==> src/rtl/if_pkg.sv <==
// Shared types and helpers for the instruction fetch queue.
// IF_FETCH_QUEUE_EXC_EN adds a per-entry fetch exception code to fetch_entry_t.
package if_pkg;

    localparam int FETCH_WIDTH_DEF = 2;
    localparam int DEPTH_DEF       = 8;
    localparam int INST_W_DEF      = 32;
    localparam int PC_W_DEF        = 32;
    localparam int EXC_W           = 3;

    typedef enum logic [EXC_W-1:0] {
        EXC_NONE = 3'd0,
        EXC_ADEF = 3'd1,
        EXC_TLBR = 3'd2,
        EXC_PIF  = 3'd3,
        EXC_PPI  = 3'd4
    } fetch_exc_e;

    typedef struct packed {
        logic [INST_W_DEF-1:0] inst;
        logic [PC_W_DEF-1:0]   pc;
`ifdef IF_FETCH_QUEUE_EXC_EN
        fetch_exc_e            excp;
`endif
    } fetch_entry_t;

    // Number of set bits in a (zero-extended) bundle valid vector.
    function automatic logic [2:0] popcnt4(input logic [3:0] v);
        popcnt4 = {2'b00, v[0]} + {2'b00, v[1]} + {2'b00, v[2]} + {2'b00, v[3]};
    endfunction

endpackage

==> src/rtl/if_fq_checker.sv <==
// Protocol checks for the fetch queue: contiguous in_valid, legal deq_cnt, bounded occupancy.
module if_fq_checker #(
    parameter int FW    = 2,
    parameter int DEPTH = 8,
    parameter int CW    = 4,
    parameter int DW    = 2
) (
    input logic          clk,
    input logic          rst,
    input logic [FW-1:0] in_valid,
    input logic [DW-1:0] deq_cnt,
    input logic [CW-1:0] count
);

    logic [CW-1:0] win_s;

    // Size of the currently presented dequeue window.
    always_comb begin
        if (count < CW'(FW)) begin
            win_s = count;
        end else begin
            win_s = CW'(FW);
        end
    end

    a_in_valid_contig: assert property (@(posedge clk) disable iff (rst)
        ((in_valid & (in_valid + FW'(1))) == '0));

    a_deq_legal: assert property (@(posedge clk) disable iff (rst)
        (CW'(deq_cnt) <= win_s));

    a_count_bound: assert property (@(posedge clk) disable iff (rst)
        (count <= CW'(DEPTH)));

endmodule

==> src/rtl/if_fq_ram.sv <==
// Fetch queue storage: DEPTH entries, FW write ports and FW asynchronous read ports.
// Entries are stored as flat W-bit words; storage is intentionally not reset.
module if_fq_ram #(
    parameter int DEPTH = 8,
    parameter int FW    = 2,
    parameter int W     = 64,
    parameter int AW    = $clog2(DEPTH)
) (
    input  logic              clk,
    input  logic [FW-1:0]     we,
    input  logic [FW*AW-1:0]  waddr,
    input  logic [FW*W-1:0]   wdata,
    input  logic [FW*AW-1:0]  raddr,
    output logic [FW*W-1:0]   rdata
);

    logic [W-1:0] mem_q [DEPTH];

    // Write ports; the top guarantees enabled addresses are distinct.
    always_ff @(posedge clk) begin
        for (int i = 0; i < FW; i++) begin
            if (we[i]) begin
                mem_q[waddr[i*AW +: AW]] <= wdata[i*W +: W];
            end
        end
    end

    // Asynchronous read ports.
    always_comb begin
        rdata = '0;
        for (int i = 0; i < FW; i++) begin
            rdata[i*W +: W] = mem_q[raddr[i*AW +: AW]];
        end
    end

endmodule

==> src/rtl/if_fetch_queue.sv <==
// Instruction fetch queue between fetch and decode: circular buffer with multi-slot enq/deq.
// IF_FETCH_QUEUE_EXC_EN adds in_excp/out_excp carrying a per-entry fetch exception code.
module if_fetch_queue
    import if_pkg::*;
#(
    parameter int FETCH_WIDTH = FETCH_WIDTH_DEF,
    parameter int DEPTH       = DEPTH_DEF,
    parameter int INST_W      = INST_W_DEF,
    parameter int PC_W        = PC_W_DEF
) (
    input  logic                              clk,
    input  logic                              rst,
    input  logic                              flush,
    input  logic [FETCH_WIDTH-1:0]            in_valid,
    input  logic [FETCH_WIDTH*INST_W-1:0]     in_inst,
    input  logic [FETCH_WIDTH*PC_W-1:0]       in_pc,
    output logic                              in_ready,
    output logic [FETCH_WIDTH-1:0]            out_valid,
    output logic [FETCH_WIDTH*INST_W-1:0]     out_inst,
    output logic [FETCH_WIDTH*PC_W-1:0]       out_pc,
    input  logic [$clog2(FETCH_WIDTH+1)-1:0]  deq_cnt,
`ifdef IF_FETCH_QUEUE_EXC_EN
    input  logic [FETCH_WIDTH*EXC_W-1:0]      in_excp,
    output logic [FETCH_WIDTH*EXC_W-1:0]      out_excp,
`endif
    output logic [$clog2(DEPTH):0]            count_o
);

    localparam int AW = $clog2(DEPTH);
    localparam int CW = AW + 1;
    localparam int DW = $clog2(FETCH_WIDTH + 1);
`ifdef IF_FETCH_QUEUE_EXC_EN
    localparam int XW = EXC_W;
`else
    localparam int XW = 0;
`endif
    localparam int EW = INST_W + PC_W + XW;

    logic [AW-1:0] head_q, head_d;
    logic [AW-1:0] tail_q, tail_d;
    logic [CW-1:0] count_q, count_d;

    logic [3:0]                 in_valid_ext_s;
    logic                       in_ready_s;
    logic                       enq_s;
    logic [CW-1:0]              k_enq_s;
    logic [CW-1:0]              k_deq_s;
    logic [CW-1:0]              win_s;
    logic [FETCH_WIDTH-1:0]     we_s;
    logic [FETCH_WIDTH*AW-1:0]  waddr_s;
    logic [FETCH_WIDTH*EW-1:0]  wdata_s;
    logic [FETCH_WIDTH*AW-1:0]  raddr_s;
    logic [FETCH_WIDTH*EW-1:0]  rdata_s;

    // Handshake, enqueue/dequeue amounts and next pointer/count state.
    always_comb begin
        in_valid_ext_s                    = 4'b0000;
        in_valid_ext_s[FETCH_WIDTH-1:0]   = in_valid;
        // Ready depends only on registered occupancy, never on this cycle's dequeue.
        in_ready_s = ((CW'(DEPTH) - count_q) >= CW'(FETCH_WIDTH));
        enq_s      = in_ready_s && (|in_valid) && !flush;
        if (enq_s) begin
            k_enq_s = CW'(popcnt4(in_valid_ext_s));
        end else begin
            k_enq_s = '0;
        end
        if (count_q < CW'(FETCH_WIDTH)) begin
            win_s = count_q;
        end else begin
            win_s = CW'(FETCH_WIDTH);
        end
        if (CW'(deq_cnt) > win_s) begin
            k_deq_s = win_s;
        end else begin
            k_deq_s = CW'(deq_cnt);
        end
        if (flush) begin
            head_d  = '0;
            tail_d  = '0;
            count_d = '0;
        end else begin
            head_d  = head_q + AW'(k_deq_s);
            tail_d  = tail_q + AW'(k_enq_s);
            count_d = count_q + k_enq_s - k_deq_s;
        end
    end

    // RAM port addressing; an illegal sparse bundle still writes from slot 0 upward.
    always_comb begin
        we_s    = '0;
        waddr_s = '0;
        wdata_s = '0;
        raddr_s = '0;
        for (int i = 0; i < FETCH_WIDTH; i++) begin
            we_s[i]              = enq_s && (k_enq_s > CW'(i));
            waddr_s[i*AW +: AW]  = tail_q + AW'(i);
            raddr_s[i*AW +: AW]  = head_q + AW'(i);
`ifdef IF_FETCH_QUEUE_EXC_EN
            wdata_s[i*EW +: EW]  = {in_inst[i*INST_W +: INST_W], in_pc[i*PC_W +: PC_W],
                                    in_excp[i*EXC_W +: EXC_W]};
`else
            wdata_s[i*EW +: EW]  = {in_inst[i*INST_W +: INST_W], in_pc[i*PC_W +: PC_W]};
`endif
        end
    end

    // Pointer and occupancy registers.
    always_ff @(posedge clk or posedge rst) begin
        if (rst) begin
            head_q  <= '0;
            tail_q  <= '0;
            count_q <= '0;
        end else begin
            head_q  <= head_d;
            tail_q  <= tail_d;
            count_q <= count_d;
        end
    end

    if_fq_ram #(
        .DEPTH (DEPTH),
        .FW    (FETCH_WIDTH),
        .W     (EW),
        .AW    (AW)
    ) u_ram (
        .clk   (clk),
        .we    (we_s),
        .waddr (waddr_s),
        .wdata (wdata_s),
        .raddr (raddr_s),
        .rdata (rdata_s)
    );

    // Decode window, gated to zero for slots beyond the current occupancy.
    always_comb begin
        out_valid = '0;
        out_inst  = '0;
        out_pc    = '0;
`ifdef IF_FETCH_QUEUE_EXC_EN
        out_excp  = '0;
`endif
        for (int i = 0; i < FETCH_WIDTH; i++) begin
            out_valid[i] = (count_q > CW'(i));
            if (out_valid[i]) begin
                out_inst[i*INST_W +: INST_W] = rdata_s[i*EW + PC_W + XW +: INST_W];
                out_pc[i*PC_W +: PC_W]       = rdata_s[i*EW + XW +: PC_W];
`ifdef IF_FETCH_QUEUE_EXC_EN
                out_excp[i*EXC_W +: EXC_W]   = rdata_s[i*EW +: EXC_W];
`endif
            end else begin
                out_inst[i*INST_W +: INST_W] = '0;
                out_pc[i*PC_W +: PC_W]       = '0;
            end
        end
    end

    assign in_ready = in_ready_s;
    assign count_o  = count_q;

    if_fq_checker #(
        .FW    (FETCH_WIDTH),
        .DEPTH (DEPTH),
        .CW    (CW),
        .DW    (DW)
    ) u_chk (
        .clk      (clk),
        .rst      (rst),
        .in_valid (in_valid),
        .deq_cnt  (deq_cnt),
        .count    (count_q)
    );

endmodule

==> config.mk <==
export PLATFORM = sky130hd
export DESIGN_NAME = if_fetch_queue
export DESIGN_NICKNAME = d
export VERILOG_FILES = /design/src/rtl/if_pkg.sv /design/src/rtl/if_fq_checker.sv /design/src/rtl/if_fq_ram.sv /design/src/rtl/if_fetch_queue.sv
export SDC_FILE = /design/constraint.sdc
export NUM_CORES = 1
export LEC_CHECK = 0
export BUFFER_PORTS_ARGS = -buffer_cell sky130_fd_sc_hd__buf_2
export CORE_MARGIN = 1
export CORE_UTILIZATION = 44
export DETAILED_ROUTE_END_ITERATION = 10
export GPL_TIMING_DRIVEN = 0
export PLACE_DENSITY = 0.68
export RECOVER_POWER = 100
export REMOVE_ABC_BUFFERS = 1
export SYNTH_ARGS = -nofsm -noshare
export SYNTH_HDL_FRONTEND = slang
export SYNTH_HIERARCHICAL = 1
export SYNTH_SLANG_ARGS = --single-unit
export TNS_END_PERCENT = 30
==> constraint.sdc <==
create_clock -name clk -period 12.5 [get_ports clk]
set_input_delay 0.625 -clock clk [delete_from_list [all_inputs] [get_ports clk]]
set_output_delay 0.625 -clock clk [all_outputs]
set_load 0.01 [all_outputs]
==> flow_metrics.tcl <==
set metrics [dict create \
    worstSetupPathType "reg2out" \
    slew_violations 586 \
    place.gp.congestion 0.739 \
    cts-buffers-inserted 56 \
    die_w_um 268 \
    critPathLaunchType "flop" \
    clkLatencyLatePin_ns 0.61 \
    grt_pass1_vias 19815 \
    final_cell_mix "mux2_2 (632), edfxtp_1 (512), mux4_2 (256)" \
    fin_cells 3055 \
    cts_setup_buffers 0 \
    tightest_slew_ns 3.75 \
    coreArea_sq_mm 0.0700 \
    hold_violations 0 \
    cts_max_level 2 \
    clock-sinks 522 \
    start_util 0.444 \
    ys_seq_elements 522 \
    status "complete, but fails checks" \
    rsz0062_at_grt "no" \
    die_area_sq_mm 0.0717 \
    synth.avg_cell_area_sq_um 17.3 \
    tns_ns 0 \
    dp.final_hpwl_um 56400 \
    antenna_found_initial 17 \
    ant_nets 0 \
    placed_cell_area_sq_mm 0.0348 \
    vdd.ir_drop.worst_v 0.000173 \
    dominantRegCellSynth "edfxtp_1" \
    critical_path_arrival_ns 7.48 \
    post-route-period-util 0.648 \
    skew_ns 0.0145 \
    seq_area_frac_synth 0.502 \
    cts_resized 0 \
    worst_setup_path_end_kind "primary output" \
    viasPerCell 6.10 \
    finalCriticalPeriod_ns 8.10 \
    num_vias 18645 \
    cts.path.max_buffers 3 \
    grt_pass1_wl_um 129000 \
    syn_inst 1796 \
    track_usage 0.248 \
    async_flop_share 0.0192 \
    drc_errors 0 \
    violations "max-capacitance violations, max-slew violations" \
    min_path_type "in2reg" \
    slew_headroom -1.50 \
    synth-edff-count 512 \
    area_delta_synth_final_pct 13.8 \
    final_common_cell "mux2_2" \
    io_pins 270 \
    leakagePower_nw 11.6 \
    finalSetupViolations 0 \
    final_area_sq_mm 0.0354 \
    gr-total-overflow 0 \
    cts.reportedPaths.clkPinSlew_ns 0.06 \
    fmax_ghz 0.123 \
    design_power_total_mw 7.66 \
    cts_tree "done" \
    drv_cap 22 \
    cp.required_ns 11.88 \
    grt_max_degree 53 \
    drive_gt1_frac 0.570 \
    io_buffer_count 269 \
    die_h_um 268 \
    finalNetCount 2227 \
    cts-root-buf "clkbuf_16" \
    fp-row-count 97 \
    synth_warnings 6 \
    power_density_mw_per_mm2 216 \
    routedWlPerCell_um 29.2 \
    path_max_fanout 32 \
    drt_first_pass_iters 5 \
    drt_iter0_drc 1574 \
    netlist-cell-type-count 39 \
    place_inst 2952 \
    routed_wl_um 89400 \
    syn_area_sq_mm 0.0311 \
    ctsHoldBuffers 1 \
]
-- final cells by class --
type | instances | area (sq um)
antenna | 2 | 5.00
timing repair buffer | 358 | 2180
fill | 5867 | 34600
clock inverter | 37 | 298
inverter | 17 | 71.3
multi-input combinational | 1116 | 14600
clock buffer | 63 | 1450
sequential | 522 | 15600
tap | 940 | 1180
-- synthesized netlist by cell type (9+ instances only) --
| library cell | number | area share |
|---|---|---|
| and2_1 | 128 | 0.026 |
| buf_1 | 18 | 0.0022 |
| buf_2 | 41 | 0.0066 |
| buf_4 | 25 | 0.0060 |
| buf_6 | 23 | 0.0083 |
| clkbuf_1 | 28 | 0.0034 |
| dfrtp_1 | 10 | 0.0080 |
| edfxtp_1 | 512 | 0.49 |
| ha_1 | 17 | 0.0068 |
| inv_1 | 17 | 0.0021 |
| mux2_2 | 641 | 0.23 |
| mux4_2 | 256 | 0.19 |
| nor2_1 | 9 | 0.0011 |
-- cells by family after synthesis --
group           count (synthesis)  share of synthesized area
xor+xnor                        8                    0.00225
compound gates                 22                    0.00527
buf+inv                       158                     0.0295
simple gates                  167                     0.0333
mux                           898                      0.418
fa+ha+maj                      21                    0.00941
flops                         522                      0.502
-- worst max-delay path, stage by stage (launching register included) --
cell      delay (ns)
dfrtp_1         1.81
clkbuf_1        2.44
ha_4            0.39
xor2_4          0.60
buf_16          0.25
buf_12          0.19
buf_16          0.19
mux4_2          0.32
mux2_2          0.27
and2_0          0.20
buf_2           0.17
-- through the flow --
step,setup WS [ns],hold WS (ns),utilization
after detailed placement,7.90,0.643,0.496
after global routing,3.68,0.362,0.505
after floorplan,-1.86,0.465,-
after CTS,7.46,0.339,0.521
after global placement,-15.88,0.627,0.468
final,4.40,0.380,0.505
-- flip-flops by register name, indices dropped and copies added (netlist names) --
signal and count:
count_o 4, head_q 3, tail_q 3, u_ram/mem_q 512
-- path summary, 6_finish.rpt --
check                      slack (ns)  cells after the start       start                 end
max in group asynchronous       11.59                      3         rst           head_q[1]
min in group asynchronous        0.57                      3         rst           tail_q[1]
setup reg to reg                 4.53                     10  count_o[1]  u_ram/mem_q[4][50]
setup / recovery                 4.40                     10   head_q[0]        out_inst[42]
hold reg to reg                  0.70                      2   tail_q[2]           tail_q[2]
hold / removal                   0.38                      2       flush           head_q[2]
-- metal layers --
layer  GRT usage  share of wire  wire length (um)  up-vias
met2       0.414           0.49             43900      758
met5           0         0.0016               140        -
li1            -              -                 -     7908
met4      0.0644          0.025              2190       22
met1       0.334           0.41             36600     9770
met3      0.0456          0.073              6560      187
-- report_power, final --
part	leakage [nW]	switching (mW)	internal (mW)
Sequential	4.76	0.133	2.05
Clock	0.863	0.686	0.927
Combinational	6.03	1.91	1.95
Total	11.6	2.73	4.93
Note: power is estimated with default switching activity, not from simulation.
